## src/rtl/hilo_muldiv_ctrl_pkg.sv

```systemverilog
`default_nettype none
// ============================================================================
// Module  : hilo_muldiv_ctrl_pkg
// Purpose : Shared ALU op codes, mul/div sequencer state encoding and small
//           helpers for the HI/LO multi-cycle mul/div block.
// Ports   : (package, no ports)
// Revision: 1.0 - initial release
// ============================================================================
package hilo_muldiv_ctrl_pkg;

  localparam int MD_DATA_W = 32;
  localparam int MD_ITERS  = 32;
  localparam int ALUOP_W   = 5;

  // ALU op codes shared with the main ALU decoder
  localparam logic [ALUOP_W-1:0] ALUOP_MULT  = 5'h18;
  localparam logic [ALUOP_W-1:0] ALUOP_MULTU = 5'h19;
  localparam logic [ALUOP_W-1:0] ALUOP_DIV   = 5'h1A;
  localparam logic [ALUOP_W-1:0] ALUOP_DIVU  = 5'h1B;

  typedef enum logic [1:0] {
    MD_IDLE = 2'd0,
    MD_PREP = 2'd1,
    MD_ITER = 2'd2,
    MD_FIX  = 2'd3
  } md_state_e;

  function automatic logic is_md_op(input logic [ALUOP_W-1:0] op);
    return (op == ALUOP_MULT) || (op == ALUOP_MULTU) ||
           (op == ALUOP_DIV)  || (op == ALUOP_DIVU);
  endfunction

  function automatic logic is_div_op(input logic [ALUOP_W-1:0] op);
    return (op == ALUOP_DIV) || (op == ALUOP_DIVU);
  endfunction

  function automatic logic is_signed_op(input logic [ALUOP_W-1:0] op);
    return (op == ALUOP_MULT) || (op == ALUOP_DIV);
  endfunction

endpackage
`default_nettype wire

```

## src/rtl/hilo_muldiv_ctrl_if.sv

```systemverilog
`default_nettype none
// ============================================================================
// Module  : hilo_muldiv_ctrl_if
// Purpose : Request / result bundle between EX-stage control and the HI/LO
//           mul/div sequencer.
// Ports   : start_i, aluop_i, src0_i, src1_i, flush_i, wr_hi_i, wr_lo_i,
//           wdata_i (towards sequencer); hi_o, lo_o, busy_o, done_o, dz_o
//           (from sequencer).
// Revision: 1.0 - initial release
// ============================================================================
interface hilo_muldiv_ctrl_if #(
  parameter int DATA_W = 32
);
  import hilo_muldiv_ctrl_pkg::*;

  logic               start_i;
  logic [ALUOP_W-1:0] aluop_i;
  logic [DATA_W-1:0]  src0_i;
  logic [DATA_W-1:0]  src1_i;
  logic               flush_i;
  logic               wr_hi_i;
  logic               wr_lo_i;
  logic [DATA_W-1:0]  wdata_i;
  logic [DATA_W-1:0]  hi_o;
  logic [DATA_W-1:0]  lo_o;
  logic               busy_o;
  logic               done_o;
  logic               dz_o;

  modport master (
    output start_i, aluop_i, src0_i, src1_i, flush_i, wr_hi_i, wr_lo_i, wdata_i,
    input  hi_o, lo_o, busy_o, done_o, dz_o
  );

  modport slave (
    input  start_i, aluop_i, src0_i, src1_i, flush_i, wr_hi_i, wr_lo_i, wdata_i,
    output hi_o, lo_o, busy_o, done_o, dz_o
  );

endinterface
`default_nettype wire

```

## src/rtl/hilo_muldiv_ctrl_muldiv_step.sv

```systemverilog
`default_nettype none
// ============================================================================
// Module  : muldiv_step
// Purpose : One iteration of the shift-add multiplier / restoring divider.
//           Multiply: acc = {partial product hi, multiplier}, shifts right.
//           Divide  : acc = {remainder, dividend/quotient}, shifts left.
// Ports   : is_div (1=divide), acc (2*DATA_W), opnd (multiplicand or
//           divisor), acc_next (2*DATA_W, combinational).
// Revision: 1.0 - initial release
// ============================================================================
module muldiv_step #(
  parameter int DATA_W = 32
) (
  input  wire logic                  is_div,
  input  wire logic [2*DATA_W-1:0]   acc,
  input  wire logic [DATA_W-1:0]     opnd,
  output logic      [2*DATA_W-1:0]   acc_next
);

  logic [DATA_W:0] w_sum;
  logic [DATA_W:0] w_trial;

  always_comb begin
    w_sum    = {1'b0, acc[2*DATA_W-1:DATA_W]};
    w_trial  = acc[2*DATA_W-1:DATA_W-1] - {1'b0, opnd};
    acc_next = acc;
    if (acc[0]) begin
      // carry out lands in the top bit and is shifted back into acc[63]
      w_sum = {1'b0, acc[2*DATA_W-1:DATA_W]} + {1'b0, opnd};
    end
    if (is_div) begin
      // remainder < divisor, so bit DATA_W of the trial is a clean sign bit
      if (w_trial[DATA_W]) begin
        acc_next = {acc[2*DATA_W-2:0], 1'b0};
      end else begin
        acc_next = {w_trial[DATA_W-1:0], acc[DATA_W-2:0], 1'b1};
      end
    end else begin
      acc_next = {w_sum, acc[DATA_W-1:1]};
    end
  end

endmodule
`default_nettype wire

```

## src/rtl/hilo_muldiv_ctrl.sv

```systemverilog
`default_nettype none
// ============================================================================
// Module  : hilo_muldiv_ctrl
// Purpose : Multi-cycle MULT/MULTU/DIV/DIVU sequencer and owner of the HI/LO
//           registers; also services MTHI/MTLO writes while idle.
// Ports   : clk, rst (async, active-high), bus (hilo_muldiv_ctrl_if.slave):
//           request/operands/flush/MTHI-MTLO in, hi/lo/busy/done/dz out.
// Revision: 1.0 - initial release
// ============================================================================
module hilo_muldiv_ctrl
  import hilo_muldiv_ctrl_pkg::*;
#(
  parameter int DATA_W = 32,
  parameter int CNT_W  = 5
) (
  input wire logic          clk,
  input wire logic          rst,
  hilo_muldiv_ctrl_if.slave bus
);

  localparam logic [CNT_W-1:0] c_last_iter = CNT_W'(DATA_W - 1);

  md_state_e             r_state, w_state_nxt;
  logic [CNT_W-1:0]      r_cnt;
  logic [DATA_W-1:0]     r_src0, r_src1, r_opnd, r_hi, r_lo;
  logic [2*DATA_W-1:0]   r_acc;
  logic                  r_is_div, r_is_signed, r_sign_q, r_sign_r, r_div_zero;
  logic                  r_done, r_dz;

  logic                  w_accept, w_commit, w_mt_en, w_dz;
  logic [DATA_W-1:0]     w_abs0, w_abs1, w_hi_fix, w_lo_fix;
  logic [2*DATA_W-1:0]   w_acc_next, w_prod;

  muldiv_step #(.DATA_W(DATA_W)) u_step (
    .is_div   (r_is_div),
    .acc      (r_acc),
    .opnd     (r_opnd),
    .acc_next (w_acc_next)
  );

  assign w_abs0 = (r_is_signed && r_src0[DATA_W-1]) ? -r_src0 : r_src0;
  assign w_abs1 = (r_is_signed && r_src1[DATA_W-1]) ? -r_src1 : r_src1;
  assign w_dz   = r_is_div && (r_src1 == '0);
  assign w_prod = r_sign_q ? -r_acc : r_acc;

  always_comb begin
    w_hi_fix = w_prod[2*DATA_W-1:DATA_W];
    w_lo_fix = w_prod[DATA_W-1:0];
    if (r_div_zero) begin
      w_hi_fix = r_src0;
      w_lo_fix = '1;
    end else if (r_is_div) begin
      w_hi_fix = r_sign_r ? -r_acc[2*DATA_W-1:DATA_W] : r_acc[2*DATA_W-1:DATA_W];
      w_lo_fix = r_sign_q ? -r_acc[DATA_W-1:0] : r_acc[DATA_W-1:0];
    end
  end

  // next-state and control strobes
  always_comb begin
    w_state_nxt = r_state;
    w_accept    = 1'b0;
    w_commit    = 1'b0;
    w_mt_en     = 1'b0;
    case (r_state)
      MD_IDLE: begin
        if (bus.start_i && is_md_op(bus.aluop_i)) begin
          w_state_nxt = MD_PREP;
          w_accept    = 1'b1;
        end else begin
          w_mt_en = bus.wr_hi_i || bus.wr_lo_i;
        end
      end
      MD_PREP: w_state_nxt = w_dz ? MD_FIX : MD_ITER;
      MD_ITER: if (r_cnt == c_last_iter) w_state_nxt = MD_FIX;
      MD_FIX: begin
        w_state_nxt = MD_IDLE;
        w_commit    = 1'b1;
      end
      default: w_state_nxt = MD_IDLE;
    endcase
    if (bus.flush_i && (r_state != MD_IDLE)) begin
      w_state_nxt = MD_IDLE;
      w_commit    = 1'b0;
    end
  end

  always_ff @(posedge clk or posedge rst) begin
    if (rst) r_state <= MD_IDLE;
    else     r_state <= w_state_nxt;
  end

  always_ff @(posedge clk or posedge rst) begin
    if (rst) begin
      r_cnt       <= '0;
      r_src0      <= '0;
      r_src1      <= '0;
      r_opnd      <= '0;
      r_acc       <= '0;
      r_hi        <= '0;
      r_lo        <= '0;
      r_is_div    <= 1'b0;
      r_is_signed <= 1'b0;
      r_sign_q    <= 1'b0;
      r_sign_r    <= 1'b0;
      r_div_zero  <= 1'b0;
      r_done      <= 1'b0;
      r_dz        <= 1'b0;
    end else begin
      r_done <= 1'b0;
      r_dz   <= 1'b0;
      if (w_accept) begin
        r_src0      <= bus.src0_i;
        r_src1      <= bus.src1_i;
        r_is_div    <= is_div_op(bus.aluop_i);
        r_is_signed <= is_signed_op(bus.aluop_i);
      end
      if (r_state == MD_PREP) begin
        r_sign_q   <= r_is_signed && (r_src0[DATA_W-1] ^ r_src1[DATA_W-1]);
        r_sign_r   <= r_is_signed && r_src0[DATA_W-1];
        r_div_zero <= w_dz;
        r_cnt      <= '0;
        // divide: divisor in opnd, dividend in acc low; multiply: the reverse
        r_opnd     <= r_is_div ? w_abs1 : w_abs0;
        r_acc      <= {{DATA_W{1'b0}}, (r_is_div ? w_abs0 : w_abs1)};
      end
      if (r_state == MD_ITER) begin
        r_cnt <= r_cnt + 1'b1;
        r_acc <= w_acc_next;
      end
      if (w_commit) begin
        r_hi   <= w_hi_fix;
        r_lo   <= w_lo_fix;
        r_done <= 1'b1;
        r_dz   <= r_div_zero;
      end
      if (w_mt_en) begin
        if (bus.wr_hi_i) r_hi <= bus.wdata_i;
        if (bus.wr_lo_i) r_lo <= bus.wdata_i;
      end
    end
  end

  assign bus.hi_o   = r_hi;
  assign bus.lo_o   = r_lo;
  assign bus.busy_o = (r_state != MD_IDLE);
  assign bus.done_o = r_done;
  assign bus.dz_o   = r_dz;

endmodule
`default_nettype wire

```

## src/flat_wrapper.sv

```systemverilog
// flat-port wrapper written by rule: the top's interface ports become plain ports
module hilo_muldiv_ctrl_flat import hilo_muldiv_ctrl_pkg::*;
#(
  parameter int DATA_W = 32,
  parameter int CNT_W  = 5
)
  (clk, rst, bus_start_i, bus_aluop_i, bus_src0_i, bus_src1_i, bus_flush_i, bus_wr_hi_i, bus_wr_lo_i, bus_wdata_i, bus_hi_o, bus_lo_o, bus_busy_o, bus_done_o, bus_dz_o);
  hilo_muldiv_ctrl_if #(.DATA_W(DATA_W)) bus_i ();
  input wire logic clk;
  input wire logic rst;
  input wire logic [$bits(bus_i.start_i)-1:0] bus_start_i;
  input wire logic [$bits(bus_i.aluop_i)-1:0] bus_aluop_i;
  input wire logic [$bits(bus_i.src0_i)-1:0] bus_src0_i;
  input wire logic [$bits(bus_i.src1_i)-1:0] bus_src1_i;
  input wire logic [$bits(bus_i.flush_i)-1:0] bus_flush_i;
  input wire logic [$bits(bus_i.wr_hi_i)-1:0] bus_wr_hi_i;
  input wire logic [$bits(bus_i.wr_lo_i)-1:0] bus_wr_lo_i;
  input wire logic [$bits(bus_i.wdata_i)-1:0] bus_wdata_i;
  output wire logic [$bits(bus_i.hi_o)-1:0] bus_hi_o;
  output wire logic [$bits(bus_i.lo_o)-1:0] bus_lo_o;
  output wire logic [$bits(bus_i.busy_o)-1:0] bus_busy_o;
  output wire logic [$bits(bus_i.done_o)-1:0] bus_done_o;
  output wire logic [$bits(bus_i.dz_o)-1:0] bus_dz_o;
  assign bus_i.start_i = bus_start_i;
  assign bus_i.aluop_i = bus_aluop_i;
  assign bus_i.src0_i = bus_src0_i;
  assign bus_i.src1_i = bus_src1_i;
  assign bus_i.flush_i = bus_flush_i;
  assign bus_i.wr_hi_i = bus_wr_hi_i;
  assign bus_i.wr_lo_i = bus_wr_lo_i;
  assign bus_i.wdata_i = bus_wdata_i;
  assign bus_hi_o = bus_i.hi_o;
  assign bus_lo_o = bus_i.lo_o;
  assign bus_busy_o = bus_i.busy_o;
  assign bus_done_o = bus_i.done_o;
  assign bus_dz_o = bus_i.dz_o;
  hilo_muldiv_ctrl #(.DATA_W(DATA_W), .CNT_W(CNT_W)) u_core (.clk(clk), .rst(rst), .bus(bus_i));
endmodule
```

## config.mk

```make
export PLATFORM = sky130hd
export DESIGN_NAME = hilo_muldiv_ctrl_flat
export DESIGN_NICKNAME = d
export VERILOG_FILES = /design/src/rtl/hilo_muldiv_ctrl_pkg.sv /design/src/rtl/hilo_muldiv_ctrl_if.sv /design/src/rtl/hilo_muldiv_ctrl_muldiv_step.sv /design/src/rtl/hilo_muldiv_ctrl.sv /design/src/flat_wrapper.sv
export SDC_FILE = /design/constraint.sdc
export NUM_CORES = 1
export LEC_CHECK = 0
export CORE_UTILIZATION = 55
export DETAILED_ROUTE_END_ITERATION = 7
export PLACE_DENSITY_LB_ADDON = 0.15
export SLEW_MARGIN = 20
export SYNTH_ARGS = -nofsm -noshare
export SYNTH_HDL_FRONTEND = slang
export SYNTH_HIERARCHICAL = 1
export SYNTH_SLANG_ARGS = --single-unit
```

## constraint.sdc

```tcl
create_clock -name clk -period 13.9 [get_ports clk]
set_input_delay 2.78 -clock clk [delete_from_list [all_inputs] [get_ports clk]]
set_output_delay 2.78 -clock clk [all_outputs]
set_load 0.05 [all_outputs]
```

---- Word level (Yosys, flattened, before mapping) ----
Cells that the tools add are included.
operators by class
  $add $sub $neg .......................... 8
  equality and inequality tests ........... 10
  mux-type cells .......................... 37
  bitwise logic cells ..................... 1
  reductions and logical operators ........ 17
operators with widths
  operator                                                         number
  32-bit 2-to-1 mux                                                16
  64-bit 2-to-1 mux                                                5
  32-bit negator                                                   4
  64-bit negator                                                   1
  32-bit by 32-bit adder with 33-bit output                        1
  33-bit 2-to-1 mux                                                1
  33-bit by 32-bit subtractor with 33-bit output                   1
  32-bit zero test                                                 1
  5-bit == test, second input constant                             5
  5-bit 2-to-1 mux                                                 2
  1-bit 2-to-1 mux                                                 9
  2-bit one-hot mux with 4 select lines                            1
  1-bit logical AND                                                6
  1-bit logical OR                                                 6
  2-bit 2-to-1 mux                                                 3
  3-bit by 1-bit != test with 1-bit output, second input constant  2
  5-bit by 1-bit adder with 5-bit output, second input constant    1
  2-bit == test, second input constant                             2
  2-bit nonzero test                                               2
  2-bit by 1-bit == test with 1-bit output, second input constant  1
  2-bit zero test                                                  1
  2-bit AND reduction                                              1
  1-bit bitwise XOR                                                1
storage, ports and cells
  register bits after elaboration ......... 238
  input bits .............................. 107
  output and inout bits ................... 67
  word-level logic and storage cells ...... 88

---- Longest topological paths before layout ----
  depth in word-level cells ............... 8
  depth in mapped cells ................... 16
  mapped depth without buffers ............ 16

---- Cells and area by module ----
Netlist, hierarchy kept.
modules (own cells, without submodules)
  module            times used  cells an instance  area an instance (µm²)  seq. area each (µm²)
  hilo_muldiv_ctrl  1           1432               13324.0                 5955.7
  muldiv_step       1           692                4847.1                  0.0

---- Worst setup path after synthesis ----
Ideal clock, no wire load.
  path type ............................... in2reg
  from .................................... input bus_aluop_i[2]
  to ...................................... register u_core.r_src1[10]
  library setup time ...................... 125 ps
  data arrival time ....................... 4223 ps
  data required time ...................... 13775 ps
  path slack .............................. 9552 ps
  stages .................................. 6
  path buffers ............................ 3
  path through ............................ nand4b_1 -> or2_2 -> clkbuf_1 -> clkbuf_1 -> buf_1 -> mux2_2
between the ends
  longest elaborated chain between the ends .. 7
  elaborated cells between the ends (all ways) .. 10
  classes of those cells .................. 4 x eq/ne; 2 x mux; 4 x reduce/logical
ends and longest elaborated chain
  item                           line                        RTL
  from (decl)                    flat_wrapper.sv:12          input wire logic [$bits(bus_i.aluop_i)-1:0] bus_aluop_i;
  5-bit == test                  hilo_muldiv_ctrl_pkg.sv:29  return (op == ALUOP_MULT) || (op == ALUOP_MULTU) ||
  1-bit logical OR (2 in a row)  hilo_muldiv_ctrl_pkg.sv:29
  1-bit logical OR *             hilo_muldiv_ctrl_pkg.sv:30  (op == ALUOP_DIV) || (op == ALUOP_DIVU);
  1-bit logical AND *            hilo_muldiv_ctrl.sv:66      if (bus.start_i && is_md_op(bus.aluop_i)) begin
  1-bit 2-to-1 mux *             hilo_muldiv_ctrl.sv:66
  1-bit 2-to-1 mux *             hilo_muldiv_ctrl.sv:64      case (r_state)
  to (signal assigned)           hilo_muldiv_ctrl.sv:113     r_src1 <= bus.src1_i;
  to (decl)                      hilo_muldiv_ctrl.sv:25      logic [DATA_W-1:0] r_src0, r_src1, r_opnd, r_hi, r_lo;
Mark *: on every way between the ends. The rest lies on a longest branch, timed or not.
A chain may end at the register's enable or synchronous reset.

---- Final worst setup path ----
  from .................................... input bus_flush_i
  to ...................................... register u_core.r_hi[30], in the netlist u_core/bus.hi_o[30]
between the ends
  longest elaborated chain between the ends .. 5
ends and longest elaborated chain
  item                  line                     RTL
  from (decl)           flat_wrapper.sv:15       input wire logic [$bits(bus_i.flush_i)-1:0] bus_flush_i;
  1-bit logical AND *   hilo_muldiv_ctrl.sv:81   if (bus.flush_i && (r_state != MD_IDLE)) begin
  1-bit 2-to-1 mux *    hilo_muldiv_ctrl.sv:81
  32-bit 2-to-1 mux *   hilo_muldiv_ctrl.sv:130  if (w_commit) begin
  32-bit 2-to-1 mux     hilo_muldiv_ctrl.sv:137  if (bus.wr_hi_i) r_hi <= bus.wdata_i;
  32-bit 2-to-1 mux *   hilo_muldiv_ctrl.sv:136  if (w_mt_en) begin
  to (signal assigned)  hilo_muldiv_ctrl.sv:131  r_hi <= w_hi_fix;
  to (signal assigned)  hilo_muldiv_ctrl.sv:137
  to (decl)             hilo_muldiv_ctrl.sv:25
Marked as above.

==> results.md <==
Power:
- The worst-case IR drop observed on VDD is 0.242 mV.
- Of the total power, registers draw 0.249.
- The internal power of the cells is 3.00 mW.
- The part of the total power dissipated in the clock network is 0.139.
- The cell leakage power is 8.97 nW.
- The reported net switching power is 3.26 mW.
- Of the total power, combinational logic draws 0.612.
- Of the total power, the share spent switching nets is 0.521.
- For this design the ratio of total power to cell area is 295 mW/mm^2.

Die:
- The region available for standard cell placement spans 0.0325 mm^2.
- The starting density of the core is 0.558.
- From bottom edge to top edge, the die measures 184 um.
- In this run the horizontal extent of the chip is 184 um.
- The die outline area is 0.0338 mm^2.
- The number of top-level pins is between 150 and 200.
- The floorplan has 66 rows.

Routing:
- The wire length per cell is 25.1 um.
- The routed design has ~67,000 um of wire.
- The vias after detailed routing is between 15,000 and 20,000.
- The violation count after the first detailed-routing iteration is roughly 1,900.
- The number of vias per cell after detailed routing is 6.70.
- The remaining antenna violation count is 0.
- Before antenna repair, the detailed router went through 7 iterations.
- The remaining routing DRC violations is 0.

Run status:
- The flow ran to the end, and the final reports show no timing, DRC or antenna violations.

Clock network:
- Clock-pin slew was measured on the worst setup and hold paths at about 0.06 ns.
- Clock tree synthesis found a total of 238 sinks.
- TritonCTS built the clock tree.
- The count of cells resized by post-cts repair is 0.
- The clock passes through at most 3 buffers.
- The buffer type at the clock tree root is sky130_fd_sc_hd__clkbuf_16.
- The number of buffers inserted to repair setup after CTS is 0.
- The number of buffers inserted during clock tree synthesis is 27.
- The deepest level of the CTS H-tree is 1.
- For this design, the CTS-stage hold fixing added 0 buffers.
- For the worst-skew pair, the clock arrives at the later sink with an insertion delay of 0.57 ns.

Synth:
- The share of the Yosys chip area taken by registers is 0.328.
- The most numerous cell in the Yosys netlist is sky130_fd_sc_hd__dfrtp_1.
- The number of nets in the synthesized netlist is 2,307.
- The count of mapped cells out of synthesis is 2,124.
- The post-synthesis instance area is 0.0182 mm^2.
- In this run, synthesis inferred 0 flip-flops with an integrated enable.
- The commonest cells after synthesis are sky130_fd_sc_hd__dfrtp_1, sky130_fd_sc_hd__nand2_1, sky130_fd_sc_hd__a21oi_1.
- Among all flip-flop cells after synthesis, the most frequent one is sky130_fd_sc_hd__dfrtp_1.
- Each instance of the synthesized netlist takes up on average 8.56 um^2.
- The share of synthesized area in the top cell type comes to 0.328.
- The number of storage elements in the synthesis netlist is 238.
- The count of distinct cell types in the synthesized netlist is 83.
- The number of warning messages in the yosys log is 6.
- After synthesis, the cell types taking the most area are sky130_fd_sc_hd__dfrtp_1, sky130_fd_sc_hd__mux2_2, sky130_fd_sc_hd__xnor2_1.
- The largest area contributor in the synthesized netlist is sky130_fd_sc_hd__dfrtp_1.
- For this run, asynchronously set or reset flops after synthesis account for 1.00.

STA:
- For this run, the top clock speed supported by timing is 160 MHz.
- The final-layout setup total negative slack is 0 ns.
- Setup repair after global routing left no endpoint under its margin.
- At the pin with the least slew margin, the transition time is 1.09 ns.
- The minimum clock period is a little over 6 ns.
- Setup violations remaining at the end of the flow were counted as 0.
- The max-slew violation count is 0.
- Final hold analysis gives a worst-case slack of 0.502 ns.
- The setup clock skew after layout is about 0.021 ns.
- The final hold violation count is 0.
- The share of the clock period used by the worst path after layout is 0.449.
- The relative slew slack is 0.269.
- After layout, the worst setup slack is 7.66 ns.

Critical path:
- Setup slack on the worst reg-to-reg path comes out at 9.32 ns.
- The worst-path maximum fanout is 65.
- The data arrival time of the worst path is 6.72 ns.
- The startpoint-to-endpoint class of the critical path is in -> reg.
- The startpoint identified for the worst register-to-register timing path is u_core/r_acc[31]$_DFFE_PP0P_.
- STA classifies the critical path startpoint as an input port.
- The critical register-to-register path endpoint is u_core/r_acc[48]$_DFFE_PP0P_.
- On the critical path, the stage with the largest delay is an instance of sky130_fd_sc_hd__nor2_1.
- The endpoint class of the critical path is a register.
- The delay of the slowest critical-path stage is 0.94 ns.
- The signal on the critical path passes through clkdlybuf4s50_1 -> nand2b_1 -> nand2_1 -> buf_4 -> inv_2 -> buf_4 -> nand2_1 -> nor2_1 -> o211ai_1 -> and3_1 -> o22ai_1.
- For the worst flop-to-flop path, the logic depth is 14.
- The critical path required time is between 10 and 15 ns.

Cells and area:
- The layout has 2,826 filler cells.
- Excluding fillers, the count of instances in the completed layout stands at 2,680.
- For this run, the post-layout net count is 2,399.
- The area taken by flip-flops and latches is between 0.005 and 0.006 mm^2.
- In the final layout, the multi-input gates occupy 0.0114 mm^2.
- For this run, the share of the core covered by cells in the final layout is 0.651.
- In the final layout, the share of cells above drive strength 1 is 0.0966.
- The area growth from synthesis to layout is 16.6%.

Global routing:
- The global route total overflow is 0.
- Across every metal layer, demand over resource in global routing totals 0.395.
- The initial antenna violation count is 3.
- The number of global-route vias before repair is 16,600.
- The first-pass GRT wire length is 101,000 um.
- Entering global routing, the biggest net connects 108 pins.

Worst hold path:
- Along the worst hold path, the cell count comes to 1.
- The capture endpoint of the worst hold path is u_core/r_cnt[3]$_DFFE_PP0P_.
- The worst hold path begins at u_core/r_cnt[3]$_DFFE_PP0P_.
- The class of the most critical hold timing path is reg -> reg.

Placement:
- The number of input and output port buffers inserted is 173.
- The worst setup timing slack at the placement stage is 7.24 ns.
- The weighted congestion reported at the end of routability-driven placement is 1.00.
- The number of placed instances with taps included is 2,628.
- Once detailed placement completed, the half-perimeter wirelength came to about 50,000 um.

Job:
- The count of maximum capacitance violations is 0.
worst max-delay path, delay by kind of cell:
family | cells | cell delay (ns)
buf+inv | 4 | 1.36
compound gates | 2 | 0.33
simple gates | 5 | 2.18
through the flow:
step	power, mW	instance area, um^2
3_5_place_dp	5.26	20100
4_1_cts	6.15	21200
6_report	6.26	21200
3_3_place_gp	5.19	20100
2_1_floorplan	4.03	18200
5_1_grt	6.58	21200
power by group through the flow:
stage	combinational (mW)	sequential (mW)	clock (mW)
2_1_floorplan	2.44	1.59	0
3_3_place_gp	3.66	1.53	0
3_5_place_dp	3.72	1.54	0
4_1_cts	3.75	1.53	0.878
5_1_grt	4.09	1.58	0.902
6_report	3.83	1.56	0.870
cell usage in the layout (no fill, tap or decap), types with 26 or more instances in the layout:
cell type                         instances
sky130_fd_sc_hd__a21o_1                  40
sky130_fd_sc_hd__nor4_1                  33
sky130_fd_sc_hd__ha_1                    74
sky130_fd_sc_hd__nor3_1                  47
sky130_fd_sc_hd__clkdlybuf4s50_1        173
sky130_fd_sc_hd__clkbuf_16               27
sky130_fd_sc_hd__o31ai_1                 26
sky130_fd_sc_hd__a21oi_1                171
sky130_fd_sc_hd__nor2_1                 130
sky130_fd_sc_hd__nor2b_1                 27
sky130_fd_sc_hd__o221ai_1                29
sky130_fd_sc_hd__o21ai_0                153
sky130_fd_sc_hd__a211oi_1                36
sky130_fd_sc_hd__xor2_1                  41
sky130_fd_sc_hd__mux2i_1                 39
sky130_fd_sc_hd__o22ai_1                 33
sky130_fd_sc_hd__mux2_2                 108
sky130_fd_sc_hd__dfrtp_1                237
sky130_fd_sc_hd__nand3_1                 48
sky130_fd_sc_hd__nand2_1                194
sky130_fd_sc_hd__xnor2_1                128
sky130_fd_sc_hd__inv_1                   91
cell families after synthesis:
kind of cell,Yosys count,share of synthesized area
xor gates and xnor gates,169,0.0815
muxes,147,0.0884
adders and majority gates,76,0.0532
buffers and inverters,224,0.0482
DFF,238,0.328
and+or+nand+nor,594,0.159
AOI/OAI and AO/OA,676,0.243
worst max path at each step:
stage | startpoint | endpoint | slack, ns | cells after the start
2_1_floorplan | rst | u_core/bus.done_o$_DFF_PP0_ | 4.59 | 1
3_3_place_gp | bus_flush_i | u_core/bus.hi_o[30]$_DFF_PP0_ | 7.28 | 11
3_5_place_dp | bus_flush_i | u_core/bus.hi_o[30]$_DFF_PP0_ | 7.24 | 11
4_1_cts | bus_flush_i | u_core/bus.hi_o[30]$_DFF_PP0_ | 7.81 | 11
5_1_grt | bus_flush_i | u_core/bus.hi_o[30]$_DFF_PP0_ | 7.53 | 11
6_report | bus_flush_i | u_core/bus.hi_o[30]$_DFF_PP0_ | 7.66 | 11
state kept, by name, indices dropped and copies added (netlist names):
signal / cells
u_core/r_state: 2
u_core/r_acc: 64
u_core/r_is_div: 1
u_core/bus.done_o: 1
u_core/bus.lo_o: 32
u_core/r_opnd: 32
u_core/bus.hi_o: 32
u_core/r_is_signed: 1
u_core/r_sign_r: 1
u_core/r_src1: 32
u_core/bus.dz_o: 1
u_core/r_sign_q: 1
u_core/r_div_zero: 1
u_core/r_src0: 32
u_core/r_cnt: 5
layout make-up:
cell class	count	share of cell area
Timing Repair Buffer	191	0.0887
Antenna cell	1	0.000118
Clock buffer	30	0.0338
Clock inverter	20	0.0171
Multi-Input combinational cell	1662	0.536
Tap cell	442	0.0261
Inverter	96	0.0174
Sequential cell	238	0.281
per-layer routing:
metal | share of wire | global-route usage | vias to the layer above
met5 | 0.00019 | 0 | -
met4 | 0.054 | 0.189 | 2
met3 | 0.11 | 0.0729 | 168
met2 | 0.43 | 0.589 | 1037
met1 | 0.41 | 0.551 | 8738
li1 | - | - | 7999
Note: power is estimated with default switching activity, not from simulation.
